==> config.mk <==
export PLATFORM = sky130hd
export DESIGN_NAME = seg_mux_capture
export DESIGN_NICKNAME = d
export VERILOG_FILES = /design/src/rtl/seg_pkg.sv /design/src/rtl/seg7_decode.sv /design/src/rtl/seg_mux_capture.sv
export SDC_FILE = /design/constraint.sdc
export NUM_CORES = 1
export LEC_CHECK = 0
export ABC_AREA = 0
export BUFFER_PORTS_ARGS = -buffer_cell sky130_fd_sc_hd__buf_2
export CORE_AREA = 2 2 99 101
export CTS_CLUSTER_DIAMETER = 100
export DETAILED_ROUTE_END_ITERATION = 8
export DIE_AREA = 0 0 101 103
export GPL_TIMING_DRIVEN = 0
export HOLD_SLACK_MARGIN = 0.1
export PLACE_DENSITY = 0.73
export SLEW_MARGIN = 30
export SYNTH_ARGS = -nofsm -noshare
export SYNTH_HDL_FRONTEND = slang
export SYNTH_SLANG_ARGS = --single-unit
==> constraint.sdc <==
create_clock -name clk_fpga -period 3.1 [get_ports clk_fpga]
set_input_delay 0.155 -clock clk_fpga [delete_from_list [all_inputs] [get_ports clk_fpga]]
set_output_delay 0.155 -clock clk_fpga [all_outputs]
set_load 0.01 [all_outputs]
==> src/rtl/seg_pkg.sv <==
// seg_pkg: shared constants for the multiplexed seven-segment display path.
// Holds the digit count, the active-low hex segment patterns (same encoding
// the display driver emits) and the capture FSM state type.
package seg_pkg;

  localparam int NUM_DIGITS = 8;

  // Active-low segment patterns, bit order {g,f,e,d,c,b,a}
  localparam logic [6:0] SEG_HEX_0 = 7'b1000000;
  localparam logic [6:0] SEG_HEX_1 = 7'b1111001;
  localparam logic [6:0] SEG_HEX_2 = 7'b0100100;
  localparam logic [6:0] SEG_HEX_3 = 7'b0110000;
  localparam logic [6:0] SEG_HEX_4 = 7'b0011001;
  localparam logic [6:0] SEG_HEX_5 = 7'b0010010;
  localparam logic [6:0] SEG_HEX_6 = 7'b0000010;
  localparam logic [6:0] SEG_HEX_7 = 7'b1111000;
  localparam logic [6:0] SEG_HEX_8 = 7'b0000000;
  localparam logic [6:0] SEG_HEX_9 = 7'b0011000;
  localparam logic [6:0] SEG_HEX_A = 7'b0001000;
  localparam logic [6:0] SEG_HEX_B = 7'b0000011;
  localparam logic [6:0] SEG_HEX_C = 7'b1000110;
  localparam logic [6:0] SEG_HEX_D = 7'b0100001;
  localparam logic [6:0] SEG_HEX_E = 7'b0000110;
  localparam logic [6:0] SEG_HEX_F = 7'b0001110;

  // Table indexed by nibble value: entry k is the pattern for hex digit k
  localparam logic [15:0][6:0] SEG_HEX_TABLE = {
    SEG_HEX_F, SEG_HEX_E, SEG_HEX_D, SEG_HEX_C,
    SEG_HEX_B, SEG_HEX_A, SEG_HEX_9, SEG_HEX_8,
    SEG_HEX_7, SEG_HEX_6, SEG_HEX_5, SEG_HEX_4,
    SEG_HEX_3, SEG_HEX_2, SEG_HEX_1, SEG_HEX_0
  };

  typedef enum logic [1:0] {
    IDLE    = 2'd0,
    COLLECT = 2'd1,
    PUBLISH = 2'd2
  } cap_state_e;

endpackage

==> src/rtl/seg7_decode.sv <==
// seg7_decode: combinational reverse lookup of an active-low segment pattern
// into a hex nibble. Patterns outside the hex table give nibble 0 and assert
// invalid_o.
module seg7_decode
  import seg_pkg::*;
(
  input  logic [6:0] seg_i,
  output logic [3:0] nibble_o,
  output logic       invalid_o
);

  logic [15:0] hit;

  genvar gi;
  generate
    for (gi = 0; gi < 16; gi++) begin : g_match
      assign hit[gi] = (seg_i == SEG_HEX_TABLE[gi]);
    end
  endgenerate

  // Table entries are unique, so at most one hit bit is ever set
  always_comb begin
    nibble_o  = 4'h0;
    invalid_o = 1'b1;
    for (int k = 0; k < 16; k++) begin
      if (hit[k]) begin
        nibble_o  = 4'(k);
        invalid_o = 1'b0;
      end
    end
  end

endmodule

==> src/rtl/seg_mux_capture.sv <==
// seg_mux_capture: snoops a multiplexed 8-digit active-low seven-segment bus,
// decodes each stable digit back to a nibble and publishes the 32-bit word
// once every digit position has been seen in a frame.
// Optional build macro SEGCAP_CONFIRM_EN: publish only when a completed frame
// matches the previously completed frame (value and error flags).
module seg_mux_capture
  import seg_pkg::*;
#(
  parameter int STABLE_CYCLES  = 4,
  parameter int TIMEOUT_CYCLES = 400000
) (
  input  logic        clk_fpga,
  input  logic        reset,
  input  logic [7:0]  an_in,
  input  logic [6:0]  seg_in,
  output logic [31:0] value_out,
  output logic [7:0]  err_out,
  output logic        frame_valid,
  output logic        frame_timeout
);

  localparam int SW = $clog2(STABLE_CYCLES + 1);
  localparam int TW = $clog2(TIMEOUT_CYCLES + 1);
  localparam logic [SW-1:0] STAB_LAST = SW'(STABLE_CYCLES - 1);
  localparam logic [SW-1:0] STAB_MAX  = SW'(STABLE_CYCLES);
  localparam logic [TW-1:0] TOUT_LAST = TW'(TIMEOUT_CYCLES - 1);
  localparam logic [TW-1:0] TOUT_MAX  = TW'(TIMEOUT_CYCLES);

  logic [7:0]          an_q;
  logic [6:0]          seg_q;
  logic [SW-1:0]       stab_q, stab_d;
  logic [TW-1:0]       tout_q, tout_d;
  logic [NUM_DIGITS-1:0]   mask_q, mask_d;
  logic [4*NUM_DIGITS-1:0] shadow_val_q, shadow_val_d;
  logic [NUM_DIGITS-1:0]   shadow_err_q, shadow_err_d;
  logic [NUM_DIGITS-1:0]   digit_wr;
  logic [31:0]         value_q;
  logic [7:0]          err_q;
  logic                frame_valid_q, frame_timeout_q;
  cap_state_e          state_q, state_d;

  logic [7:0] sel_low;
  logic       one_hot;
  logic       capture_evt, cap_ok;
  logic       timeout_hit;
  logic       publish_go, timeout_go, publish_ok;
  logic [3:0] dec_nibble;
  logic       dec_invalid;

  // Register the display bus once and track how long it has been unchanged
  always_ff @(posedge clk_fpga) begin
    if (reset) begin
      an_q   <= 8'hFF;
      seg_q  <= 7'h7F;
      stab_q <= '0;
    end else begin
      an_q   <= an_in;
      seg_q  <= seg_in;
      stab_q <= stab_d;
    end
  end

  // Stability counter: restart on any change, saturate once fully stable
  always_comb begin
    stab_d = stab_q;
    if ({an_in, seg_in} != {an_q, seg_q}) begin
      stab_d = '0;
    end else if (stab_q != STAB_MAX) begin
      stab_d = stab_q + 1'b1;
    end
  end

  // Capture exactly once per stable period; only single-digit selects count
  assign sel_low     = ~an_q;
  assign one_hot     = (sel_low != 8'h00) && ((sel_low & (sel_low - 8'd1)) == 8'h00);
  assign capture_evt = (stab_q == STAB_LAST);
  assign cap_ok      = capture_evt && one_hot;

  seg7_decode u_decode (
    .seg_i     (seg_q),
    .nibble_o  (dec_nibble),
    .invalid_o (dec_invalid)
  );

  // A fresh capture always beats the abandon timer on the same edge
  assign timeout_hit = (state_q == COLLECT) && !cap_ok && (tout_q == TOUT_LAST);

  genvar gi;
  generate
    for (gi = 0; gi < NUM_DIGITS; gi++) begin : g_digit
      assign digit_wr[gi] = cap_ok & sel_low[gi];
      assign shadow_val_d[4*gi +: 4] = digit_wr[gi] ? dec_nibble : shadow_val_q[4*gi +: 4];
      assign shadow_err_d[gi] = digit_wr[gi] ? dec_invalid
                              : (timeout_hit ? 1'b0 : shadow_err_q[gi]);
    end
  endgenerate

  // Mask clears on publish/abandon first; a same-edge capture then seeds the next frame
  always_comb begin
    mask_d = mask_q;
    if (state_q == PUBLISH || timeout_hit) begin
      mask_d = '0;
    end
    mask_d = mask_d | digit_wr;
  end

  // Abandon timer counts clocks since the last capture while collecting
  always_comb begin
    tout_d = '0;
    if (cap_ok) begin
      tout_d = '0;
    end else if (state_q == COLLECT) begin
      tout_d = (tout_q == TOUT_MAX) ? tout_q : tout_q + 1'b1;
    end
  end

  // Frame collection state: mask, shadow word, timer
  always_ff @(posedge clk_fpga) begin
    if (reset) begin
      mask_q       <= '0;
      shadow_val_q <= '0;
      shadow_err_q <= '0;
      tout_q       <= '0;
    end else begin
      mask_q       <= mask_d;
      shadow_val_q <= shadow_val_d;
      shadow_err_q <= shadow_err_d;
      tout_q       <= tout_d;
    end
  end

  // FSM state register
  always_ff @(posedge clk_fpga) begin
    if (reset) begin
      state_q <= IDLE;
    end else begin
      state_q <= state_d;
    end
  end

  // FSM next state; completion is judged on the post-capture mask
  always_comb begin
    state_d = state_q;
    unique case (state_q)
      IDLE:    if (cap_ok) state_d = COLLECT;
      COLLECT: begin
        if (mask_d == '1) begin
          state_d = PUBLISH;
        end else if (timeout_hit) begin
          state_d = IDLE;
        end
      end
      PUBLISH: state_d = cap_ok ? COLLECT : IDLE;
      default: state_d = IDLE;
    endcase
  end

  // FSM outputs
  always_comb begin
    publish_go = 1'b0;
    timeout_go = 1'b0;
    if (state_q == PUBLISH) begin
      publish_go = 1'b1;
    end
    if (timeout_hit) begin
      timeout_go = 1'b1;
    end
  end

`ifdef SEGCAP_CONFIRM_EN
  logic        cand_valid_q;
  logic [31:0] cand_value_q;
  logic [7:0]  cand_err_q;

  // Remember each completed frame as the candidate for the next comparison
  always_ff @(posedge clk_fpga) begin
    if (reset) begin
      cand_valid_q <= 1'b0;
      cand_value_q <= '0;
      cand_err_q   <= '0;
    end else if (publish_go) begin
      cand_valid_q <= 1'b1;
      cand_value_q <= shadow_val_q;
      cand_err_q   <= shadow_err_q;
    end
  end

  assign publish_ok = publish_go && cand_valid_q &&
                      (cand_value_q == shadow_val_q) && (cand_err_q == shadow_err_q);
`else
  assign publish_ok = publish_go;
`endif

  // Published word and single-cycle status pulses
  always_ff @(posedge clk_fpga) begin
    if (reset) begin
      value_q         <= '0;
      err_q           <= '0;
      frame_valid_q   <= 1'b0;
      frame_timeout_q <= 1'b0;
    end else begin
      frame_valid_q   <= publish_ok;
      frame_timeout_q <= timeout_go;
      if (publish_ok) begin
        value_q <= shadow_val_q;
        err_q   <= shadow_err_q;
      end
    end
  end

  assign value_out     = value_q;
  assign err_out       = err_q;
  assign frame_valid   = frame_valid_q;
  assign frame_timeout = frame_timeout_q;

endmodule

==> metrics list, run 1 <==
- Most frequently used flop master after synthesis: dfxtp_1
- Leak pwr: 2.44 nW
- Including well taps, the total number of placed cells is 780.
* Setup repair after global routing missed its margin: no
* Final-report hold violation count: 0
- Number of enable-type register cells in the synthesized netlist: 0
- Postcts setup bufs: 0
- Net count after synthesis: 630
- Number of library cell types mapped by synthesis: 55
* Startpoint type of the worst setup path: flip-flop
- The die covers 0.0104 mm².
* DRT Pass-1 Iters: 4
- Count of standard-cell rows: 36
- Fraction of layout cells with a size suffix above 1: 0.173
- Largest net degree at the start of global routing: 17
- Clock transition at the registers of the reported paths: 0.06 ns
- In this run the vertical extent of the chip is 103 µm.
* CP Class: reg -> reg
- Routability-driven placement finished with a final weighted congestion of 0.878.
- The design draws 3.68 mW.
- The cell area that synthesis handed to floorplanning was 0.00527 mm².
* Total clock sinks: 129
- Once layout is complete, the cells apart from fillers number 827.
- Counting flops and latches in the post-synthesis netlist gives 129.
- At the end of the flow, the number of nets in the layout was 722.
* Horizontal die dimension: 101 µm
- A synthesized cell averages 8.67 µm².
* Outcome: complete, no violations
* Drt initial violations: 240
- Vias in the first global route: 4266
* Count of mapped cells out of synthesis: 608
* Filler Cells Inserted: 778
* Type of the most critical hold path: in -> reg
- On the final layout, the worst hold slack is 0.316 ns.
* Antenna cell count: 0
* F_max: 0.388 GHz
- HPWL Detailed: 8180 µm
- In this run, post-CTS repair resized a total of 0 instances.
- Relative slew slack: 0.390
* Initial antenna violation count: 0
- STA puts the critical path data arrival time at 2.99 ns.
* Worst IR Drop VDD: 335 µV
- Number of port buffers: 58
- Critical Path RT: 3.51 ns
- After detailed routing, the number of remaining DRC violations is 0.
* Measured slew at the worst slew-check pin: 0.915 ns
- STA classifies the critical path endpoint as a flip-flop.
- TritonCTS Buffers: 17
* Total global routing overflow: 0
- In this run the count of I/O pins placed on the die edge is 59.
- In this run the clock root is driven by a clkbuf_8.
* DRT Wirelength: 12100 µm
- The longest clock path from root to sink contains 2 buffers.
* Number of vias per cell after detailed routing: 5.44
- The share of the Yosys chip area taken by registers is 0.490.
- For this run, the number of Yosys warnings is 0.
* Final clock period utilization by the worst path: 0.832
- TritonCTS built the clock tree.
- Fraction of synthesis flops using an asynchronous set or reset pin: 0
* Wire per inst: 14.7 µm
- In this run the power density over the cells is 574 mW/mm².
- Count of nets left with antenna violations after detail routing: 0
- Of all nets on the critical path, the largest fanout is 9.
- Maximum clock skew at final layout: 0.00853 ns
- Across every metal layer, demand over resource in global routing totals 0.245.
* Tmin final: 2.58 ns
- Reported max-cap violation count: 0
- Clk_lat worst skew: 0.52 ns
- Total negative setup slack: 0 ns
- After clock tree synthesis, the flow added hold-fix buffers numbering 15.
- The core region is 0.00946 mm².
* Number of vias in the routed layout: 4500
- Fraction of the core area covered by cells at the end of the flow: 0.678
- H-Tree Depth: 4
- The number of pins with negative max-slew slack in the final report came to 0.
- The initial utilization of the core area, before any placement, comes to 0.557.
- The area growth from synthesis to layout is 21.7%.
- The first global-routing pass estimated 19900 µm of wire.
- Setup violations remaining at the end of the flow were counted as 0.
flip-flops by register name, summed over array words and instances (netlist names):
signal / count
shadow_val_q: 32
value_out: 32
tout_q: 19
an_q: 8
err_out: 8
mask_q: 8
shadow_err_q: 8
seg_q: 7
stab_q: 3
state_q: 2
frame_timeout: 1
frame_valid: 1
final timing paths:
check,from,end,slack (ns),depth (start not counted)
hold reg to reg,value_out[4],value_out[4],0.45,2
setup reg to reg,stab_q[0],state_q[0],0.52,8
setup / recovery,stab_q[0],state_q[0],0.52,8
hold / removal,reset,tout_q[7],0.32,5
stage by stage:
stage	worst slack, ns	area (µm²)
after floorplan	0.955	5270
after global placement	0.650	5700
after detailed placement	0.583	5700
after CTS	0.541	6410
after global routing	0.410	6410
final	0.520	6410
critical path: stages, from the launching register on:
cell       delay, ns
dfxtp_1         0.38
ha_1            0.16
ha_1            0.19
o21ai_2         0.13
nor4_4          0.53
nand2_1         0.42
a2bb2oi_1       0.29
nand3_2         0.12
o211a_1         0.25
layout make-up:
type | count | area (µm²) | share of cell area
multi-input combinational | 434 | 2510 | 0.391
clock inverter | 12 | 106 | 0.0166
buffer | 33 | 135 | 0.0211
clock buffer | 20 | 455 | 0.0710
tap | 114 | 143 | 0.0222
timing repair buffer | 73 | 440 | 0.0687
sequential | 129 | 2580 | 0.403
inverter | 12 | 45.0 | 0.00702
power breakdown:
part	switching (mW)	internal, mW	total, mW
sequential	0.00971	1.67	1.68
clock	0.725	1.13	1.85
combinational	0.0911	0.0607	0.152
total	0.826	2.85	3.68
synth_stat cells (all sizes together) (2+ instances only):
cell type,number,area (µm²)
dfxtp,129,2580
clkbuf,28,105
nand4b,2,17.5
a2bb2oi,3,26.3
mux2i,18,180
or3,2,12.5
nand3b,10,82.6
nor4,13,115
buf,5,30.0
a21oi,65,340
nand2b,6,37.5
o22ai,2,12.5
or2,15,93.8
o21ai,22,114
nor3,11,55.1
and3,4,25.0
nand3,19,100
nor2b,3,18.8
ha,5,62.6
nand4,7,43.8
nor4bb,2,20.0
xnor2,11,96.3
nand2,109,409
and4,3,26.3
nor2,58,220
inv,12,45.0
xor2,26,228
metal layers:
layer	vias up	GRT usage	share of wire
met3	12	0.0644	0.039
met1	2143	0.307	0.46
met4	0	0.0821	0.014
met2	99	0.411	0.48
met5	-	0	0
li1	2246	-	-
logic make-up (layout without fill, tap and decap cells):
kind of cell | Yosys count | in the layout | share of synthesized area
simple gates | 267 | 267 | 0.247
compound gates | 106 | 106 | 0.119
buf+inv | 45 | 150 | 0.0342
mux | 19 | 19 | 0.0363
flops | 129 | 129 | 0.490
xor+xnor | 37 | 37 | 0.0615
fa+ha+maj | 5 | 5 | 0.0119
layout by cell type, fill, tap and decap left out, types with 3 or more instances in the layout:
cell	n
nand2b_1	6
clkinvlp_4	4
ha_1	5
o21ai_1	13
xor2_1	26
dfxtp_1	129
xnor2_1	11
nand3b_1	8
nor3_1	11
clkbuf_8	4
clkbuf_16	16
mux2i_1	18
and3_1	4
a2bb2oi_1	3
nor2b_1	3
nor4_1	9
nor4_2	3
and4_1	3
nand2_1	109
nor2_1	57
buf_2	61
clkinv_2	4
inv_1	12
dlygate4sd3_1	15
or2_2	15
clkbuf_1	28
o21ai_0	8
a21oi_1	63
nand3_1	18
nand4_1	7
No activity file was read; power rests on OpenSTA's default activity.
==> run 2: changes to the inputs <==
--- a/config.mk
+++ b/config.mk
@@ -7,13 +7,13 @@
 export LEC_CHECK = 0
 export ABC_AREA = 0
 export BUFFER_PORTS_ARGS = -buffer_cell sky130_fd_sc_hd__buf_2
-export CORE_AREA = 2 2 99 101
+export CORE_AREA = 2 2 104 106
 export CTS_CLUSTER_DIAMETER = 100
 export DETAILED_ROUTE_END_ITERATION = 8
-export DIE_AREA = 0 0 101 103
+export DIE_AREA = 0 0 106 108
 export GPL_TIMING_DRIVEN = 0
 export HOLD_SLACK_MARGIN = 0.1
-export PLACE_DENSITY = 0.73
+export PLACE_DENSITY = 0.7
 export SLEW_MARGIN = 30
 export SYNTH_ARGS = -nofsm -noshare
 export SYNTH_HDL_FRONTEND = slang
==> constraint.sdc (replaced) <==
create_clock -name clk_fpga -period 2.25 [get_ports clk_fpga]
set_input_delay 0.1125 -clock clk_fpga [delete_from_list [all_inputs] [get_ports clk_fpga]]
set_output_delay 0.1125 -clock clk_fpga [all_outputs]
set_load 0.01 [all_outputs]
==> run 2 against run 1 <==
- highest routed layer unchanged
- first-iteration DRC count decreased by 10%
- clock-buffer cell count unchanged
- total power is 47% higher
- final area grew 5.1%
- non-clock buffer count increased by 9
- final cell count up 3.7%
- clock power increased by 54%
- fmax increased by 16%
- largest cell class is now multi-input gates
- critical endpoint unchanged
- sequential power grew 38%
==> metrics list, run 2 (synthesized netlist as in run 1, its figures left out) <==
- DRT Pass-1 Iters: 4 (unchanged)
* Chip height: 108 µm (was 103 µm)
- Highest-count cells in the layout ignoring fill and taps: dfxtp_1 (127), nand2_1 (108), a21oi_1 (63), buf_2 (61), nor2_1 (57) (was dfxtp_1 (129), nand2_1 (109), a21oi_1 (63), buf_2 (61), nor2_1 (57))
- The initial core utilization was 0.515 (was 0.557).
- F_max: 0.448 GHz (was 0.388 GHz)
* Number of port buffers: 58 (unchanged)
- The areal power density over the cells is 800 mW/mm² (was 574 mW/mm²).
- The wire length of the first global-routing pass came to 20200 µm (was 19900 µm).
- The critical path class is reg -> reg (unchanged).
- The data required time of the worst path came to 2.67 ns (was 3.51 ns).
- Initial antenna violation count: 0 (unchanged)
* Relative slew slack: 0.562 (was 0.390)
* Buffer type at the clock tree root: clkbuf_8 (unchanged)
- Number of vias per cell after detailed routing: 5.33 (was 5.44)
- Critical-path cell list: a21oi_1 -> nor4_4 -> o211ai_4 -> buf_4 -> a21oi_4 -> nand3_2 -> o211a_1 (was ha_1 -> ha_1 -> o21ai_2 -> nor4_4 -> nand2_1 -> a2bb2oi_1 -> nand3_2 -> o211a_1)
- Maximum buffer depth of the clock tree: 2 (unchanged)
* Outcome: complete, no violations (unchanged)
- P&R area growth vs syn: 27.9% (was 21.7%)
- The leading cell type in the layout, fill and taps excluded is dfxtp_1 (unchanged).
- The site row count came to 37 (was 36).
* Global router's overall resource usage: 0.227 (was 0.245)
- Measured slew at the worst slew-check pin: 0.658 ns (was 0.915 ns)
* HPWL Detailed: 8490 µm (was 8180 µm)
* Critical Path Fanout Max: 9 (unchanged)
- Core area: 0.0102 mm² (was 0.00946 mm²)
* Total global routing overflow: 0 (unchanged)
- The internal power contribution came to 4.22 mW (was 2.85 mW).
- The final period utilization came to 0.991 (was 0.832).
- Met2 GRT Util: 0.362 (was 0.411)
- The setup skew after layout was 0.00711 ns (was 0.00853 ns).
- Number of vias in the routed layout: 4573 (was 4500)
* DRT Wirelength: 12600 µm (was 12100 µm)
* Leak pwr: 2.56 nW (was 2.44 nW)
- The final-layout fill cell count came to 852 (was 778).
* # setup viols final: 0 (unchanged)
- The maximum single-stage delay on the critical path came to 0.53 ns (about the same).
- Clock tree from TritonCTS: yes (unchanged)
- The number of violations of the max-capacitance limit is 0 (unchanged).
- The number of buffers created by CTS came to 17 (unchanged).
* Global-route met3 utilization: 0.0717 (was 0.0644)
- The horizontal die dimension is 106 µm (was 101 µm).
- The mean routed wirelength per cell was 14.7 µm (about the same).
* Antenna cell count: 0 (unchanged)
* Post-layout net count: 731 (was 722)
* Largest net degree at the start of global routing: 17 (unchanged)
- Vias in the first global route: 4288 (was 4266)
- The largest voltage drop on the vdd net was 417 µV (was 335 µV).
* Fraction of layout cells with a size suffix above 1: 0.202 (was 0.173)
* Type of the most critical hold path: in -> reg (unchanged)
- The share of total power in combinational logic was 0.041 (about the same).
- The clock period minus worst slack was 2.23 ns (was 2.58 ns).
* Boundary Pins: 59 (unchanged)
* Final Max Slew Viols: 0 (unchanged)
- H-Tree Depth: 4 (unchanged)
- The fraction of met1 tracks used by global routing came to 0.288 (was 0.307).
* Total clock sinks: 129 (unchanged)
- The CTS clock-pin slew for the worst setup and hold paths was 0.06 ns (about the same).
- The data arrival time at the worst-slack endpoint was 2.65 ns (was 2.99 ns).
* Die footprint: 0.0114 mm² (was 0.0104 mm²)
* Startpoint type of the worst setup path: flip-flop (unchanged)
- The source-to-sink clock delay at the later pin of the worst-skew pair was 0.52 ns (about the same).
- The number of endpoints with negative hold slack in the final report came to 0 (unchanged).
- Sw Ratio: 0.217 (was 0.224)
* RePlAce Congestion: 0.879 (was 0.878)
- Drt initial violations: 216 (was 240)
* Switching power of the nets: 1.17 mW (was 0.826 mW)
- Count of nets left with antenna violations after detail routing: 0 (unchanged)
- The capturing element type of the critical path was a flip-flop (unchanged).
- The cell with the largest stage delay on the worst path is dfxtp_1 (was nor4_4).
- Setup repair after global routing missed its margin: yes (was no).
- The final core area utilization came to 0.659 (was 0.678).
- Clk network pwr share: 0.529 (was 0.503)
- The sum of internal, switching and leakage power is 5.39 mW (was 3.68 mW).
- GRT Max-Usage Layer: met2 (unchanged)
* Sequential fraction of design power: 0.430 (was 0.456)
- Remaining DRCs: 0 (unchanged)
==> run 2: power groups by stage <==
stage | clock, mW | combinational [mW] | sequential (mW)
2_1_floorplan | 0 | 0.127 | 2.36
3_3_place_gp | 0 | 0.178 | 2.36
3_5_place_dp | 0 | 0.183 | 2.36
4_1_cts | 2.88 | 0.211 | 2.31
5_1_grt | 3.00 | 0.243 | 2.32
6_report | 2.85 | 0.223 | 2.32
==> run 2: layout make-up <==
class | instances | area (µm²) | share of cell area
sequential | 129 | 2580 | 0.384
clock buffer | 20 | 435 | 0.0646
inverter | 12 | 45.0 | 0.00668
timing repair buffer | 83 | 532 | 0.0789
multi-input combinational | 434 | 2660 | 0.395
tap | 136 | 170 | 0.0253
buffer | 32 | 131 | 0.0195
clock inverter | 12 | 180 | 0.0267
==> run 2: what timing repair did <==
item | in CTS | in global routing
endpoints found under the setup margin | 41 | 38
hold endpoints to repair | 16 | 0
buffers inserted | 4 | 6
gates resized for setup | 12 | 16
hold buffers | 15 | 0
pin swaps | 3 | 3
==> run 2: stage by stage <==
stage               std cells  instance area, µm²  setup WS (ns)  setup TNS, ns  hold WS [ns]
CTS                       852                6590        0.00652              0         0.238
global route              858                6740        -0.0490         -0.120         0.319
global placement          802                5730         -0.179          -1.29         0.325
detailed placement        802                5730         -0.256          -2.41         0.329
finish                    858                6740         0.0197              0         0.293
floorplan                 608                5270          0.105              0         0.219
==> run 2: worst paths after layout <==
check / endpoint / start / slack [ns] / cells after the start
worst max register to register: state_q[0] / an_q[4] / 0.02 / 7
worst max-delay path: state_q[0] / an_q[4] / 0.02 / 7
worst min register to register: value_out[4] / value_out[4] / 0.45 / 2
worst min-delay path: tout_q[6] / reset / 0.29 / 5
==> run 2: per-layer routing <==
metal  vias up  wire, µm
li1       2282         -
met1      2128      5640
met2       135      6040
met3        28       628
met4         0       280
met5         -         0
==> run 2: worst max-delay path, delay by kind of cell, from the launching register on <==
kind	cells	cell delay, ns
buffers and inverters	1	0.19
AO/OA/AOI/OAI	4	0.84
AND/OR/NAND/NOR	2	0.56
flip-flops	1	0.53
==> run 3: changes to the inputs <==
--- a/config.mk
+++ b/config.mk
@@ -14,6 +14,7 @@
 export GPL_TIMING_DRIVEN = 0
 export HOLD_SLACK_MARGIN = 0.1
 export PLACE_DENSITY = 0.7
+export SETUP_SLACK_MARGIN = 0.5
 export SLEW_MARGIN = 30
 export SYNTH_ARGS = -nofsm -noshare
 export SYNTH_HDL_FRONTEND = slang
==> run 3 against run 2 <==
- register-to-register slack better by 0.18 ns
- critical path depth is 3 higher
- clock power shrank 3%
- clock-buffer cell count up 3
- largest power group unchanged
- non-clock buffer count rose by 43
- flip-flop and latch count is the same
- combinational power grew 31%
- final cell count increased by 5.0%
- worst hold slack better by 0.054 ns
- largest cell class unchanged
- utilization up 7.9 points
- via count grew 7.4%
- worst setup slack better by 0.18 ns
==> metrics list, run 3 (synthesized netlist as in run 1, its figures left out) <==
- Outcome: complete, no violations (unchanged).
- The clock network power share was 0.514 (was 0.529).
- The number of buffers on the longest clock path is 2 (unchanged).
- The hold path startpoint is seg_in[1] (was reset).
- Maximum clock skew at final layout: 0.0105 ns (was 0.00711 ns)
- Setup repair after global routing missed its margin: yes (unchanged).
* Boundary Pins: 59 (unchanged)
* # setup viols final: 0 (unchanged)
- Total global routing overflow: 0 (unchanged)
* Leak pwr: 2.95 nW (was 2.56 nW)
* F_max: 0.487 GHz (was 0.448 GHz)
- Startpoint type of the worst setup path: flip-flop (unchanged)
- Critical Path Fanout Max: 7 (was 9)
- Clk_lat worst skew: 0.52 ns (about the same)
* Type of destination of the critical path: flip-flop (unchanged)
- Most frequent standard cell in the layout excluding fill and tap cells: dfxtp_1 (unchanged)
- The detailed-route vias per instance is 5.45 (was 5.33).
- Critical Path Source: stab_q[0] (was an_q[4])
- Combinational share of power: 0.054 (was 0.041)
- Clock tree from TritonCTS: yes (unchanged)
- The flip-flop and latch area was 0.00262 mm² (was 0.00258 mm²).
- RePlAce Congestion: 0.870 (was 0.879)
- Vias in the first global route: 4576 (was 4288)
- Sw Ratio: 0.217 (about the same)
- The horizontal die dimension is 106 µm (unchanged).
- The path class of the lowest-slack min-delay path is in -> reg (unchanged).
- Buffer type at the clock tree root: clkbuf_8 (unchanged)
- The placement-stage cell area came to 0.00586 mm² (was 0.00573 mm²).
- Final instance area: 0.00755 mm² (was 0.00674 mm²)
- Area of the multi-input gates: 0.00299 mm² (was 0.00266 mm²)
* Final Max Slew Viols: 0 (unchanged)
* Sequential fraction of design power: 0.432 (was 0.430)
* Total power per unit cell area: 711 mW/mm² (was 800 mW/mm²)
- Final-report hold violation count: 0 (unchanged)
- Wire per inst: 16.5 µm (was 14.7 µm)
- The depth of the worst register-to-register path came to 10 (was 7).
- The number of vias in the routed layout came to 4913 (was 4573).
- The number of levels in the clock H-tree was 4 (unchanged).
* Filler Cells Inserted: 704 (was 852)
- Fraction of layout cells with a size suffix above 1: 0.339 (was 0.202)
* Final clock period utilization by the worst path: 0.913 (was 0.991)
- Drt initial violations: 480 (was 216)
- The layout-stage area growth over the synthesis result was 43.3% (was 27.9%).
- Chip height: 108 µm (unchanged)
- Highest-count cells in the layout ignoring fill and taps: dfxtp_1 (109), nand2_1 (101), buf_2 (58), a21oi_1 (56), nor2_1 (53) (was dfxtp_1 (127), nand2_1 (108), a21oi_1 (63), buf_2 (61), nor2_1 (57))
- Initial antenna violation count: 0 (unchanged)
- The capturing point of the worst reg2reg path is state_q[1] (was state_q[0]).
* First-pass GRT wire length: 22100 µm (was 20200 µm)
- TritonCTS Buffers: 17 (unchanged)
- Post-layout net count: 774 (was 731)
- The overall routing resource usage is 0.247 (was 0.227).
- Signal arrival time at the worst endpoint: 2.48 ns (was 2.65 ns)
- The half-perimeter wire length after placement came to 8350 µm (was 8490 µm).
- The total length of routed wires is 14900 µm (was 12600 µm).
- Measured slew at the worst slew-check pin: 0.631 ns (was 0.658 ns)
* Reported max-cap violation count: 0 (unchanged)
* Count of standard-cell rows: 37 (unchanged)
* Remaining DRCs: 0 (unchanged)
- Clock transition at the registers of the reported paths: 0.06 ns (about the same)
- Count of nets left with antenna violations after detail routing: 0 (unchanged)
- The count of buffers from port buffering is 58 (unchanged).
* Total chip power: 5.37 mW (was 5.39 mW)
- Largest net degree at the start of global routing: 17 (unchanged)
* Worst IR Drop VDD: 510 µV (was 417 µV)
- The register-to-register setup slack came to 0.20 ns (was 0.02 ns).
* Critical Path RT: 2.68 ns (was 2.67 ns)
- Switching power of the nets: 1.17 mW (about the same)
* DRT Pass-1 Iters: 8 (was 4)
- The clock period minus worst slack came to 2.05 ns (was 2.23 ns).
* Beginning of the worst register-to-register path: stab_q[0] (was an_q[4])
* Core area: 0.0102 mm² (unchanged)
- Starting utilization of the core area: 0.515 (unchanged)
- Internal Dissipation: 4.20 mW (was 4.22 mW)
- The count of clock tree sinks came to 129 (unchanged).
- The critical path class is reg -> reg (unchanged).
- The die footprint was 0.0114 mm² (unchanged).
* Antenna cell count: 0 (unchanged)
- CP endpoint: state_q[1] (was state_q[0])
- The normalized max-slew margin was 0.580 (was 0.562).
## run 3: changes by cell type in the layout (fill, tap and decap cells not counted), sizes merged, moves of 2 or more
cell	previous run	this run
inv	14	12
clkinv	1	5
clkinvlp	5	1
buf	73	119
## run 3: timing repair
item	CTS	global route
hold buffers	16	0
pin swaps	27	31
endpoints found under the setup margin	70	77
buffers inserted	27	24
resized for setup	65	74
hold endpoints to repair	28	0
## run 3: how the worst min path moves through the flow
stage | to | slack [ns] | cells past startpoint
after floorplan | an_q[4] | 0.22 | 1
after global placement | an_q[3] | 0.33 | 2
after detailed placement | an_q[5] | 0.33 | 2
after CTS | an_q[1] | 0.31 | 3
after global routing | seg_q[5] | 0.34 | 3
final | seg_q[1] | 0.35 | 3
## run 3: power by group through the flow
stage | sequential [mW] | clock [mW] | combinational [mW]
after detailed placement | 2.37 | 0 | 0.190
final | 2.32 | 2.76 | 0.292
after CTS | 2.32 | 2.78 | 0.256
after floorplan | 2.36 | 0 | 0.134
after global routing | 2.32 | 2.88 | 0.313
after global placement | 2.36 | 0 | 0.185
## run 3: worst max-delay path, stage by stage, from the launching register on
cell and delay [ns]:
dfxtp_4 0.36, ha_4 0.13, ha_4 0.13, o21ai_4 0.10, nor4_4 0.15, buf_4 0.18, o211ai_4 0.17, a21oi_4 0.25
nand3_2 0.13, buf_6 0.14, nor4_2 0.20
## run 3: metal layers
metal / part of all wire / GRT usage / vias to the layer above
met3: 0.055 / 0.0687 / 32
met2: 0.50 / 0.415 / 161
met1: 0.42 / 0.311 / 2351
met4: 0.022 / 0.0724 / 0
met5: 0 / 0 / -
li1: - / - / 2369
## run 3: area by class of cell
type,count,share of cell area
plain buffers,33,0.0293
clock buffers,23,0.0618
repair buffers,125,0.120
multi-input cells,434,0.396
clock inverters,9,0.0172
well taps,136,0.0225
flip-flops and latches,129,0.347
inverters,12,0.00596
## run 3: stage by stage
step | setup slack [ns] | TNS (ns) | cells | utilization | hold WS [ns]
finish | 0.196 | 0 | 901 | 0.738 | 0.347
detailed placement | -0.252 | -1.97 | 802 | 0.572 | 0.330
CTS | 0.237 | 0 | 877 | 0.695 | 0.313
floorplan | 0.325 | 0 | 608 | - | 0.219
global route | 0.142 | 0 | 901 | 0.738 | 0.341
global placement | -0.166 | -1.20 | 802 | 0.572 | 0.327
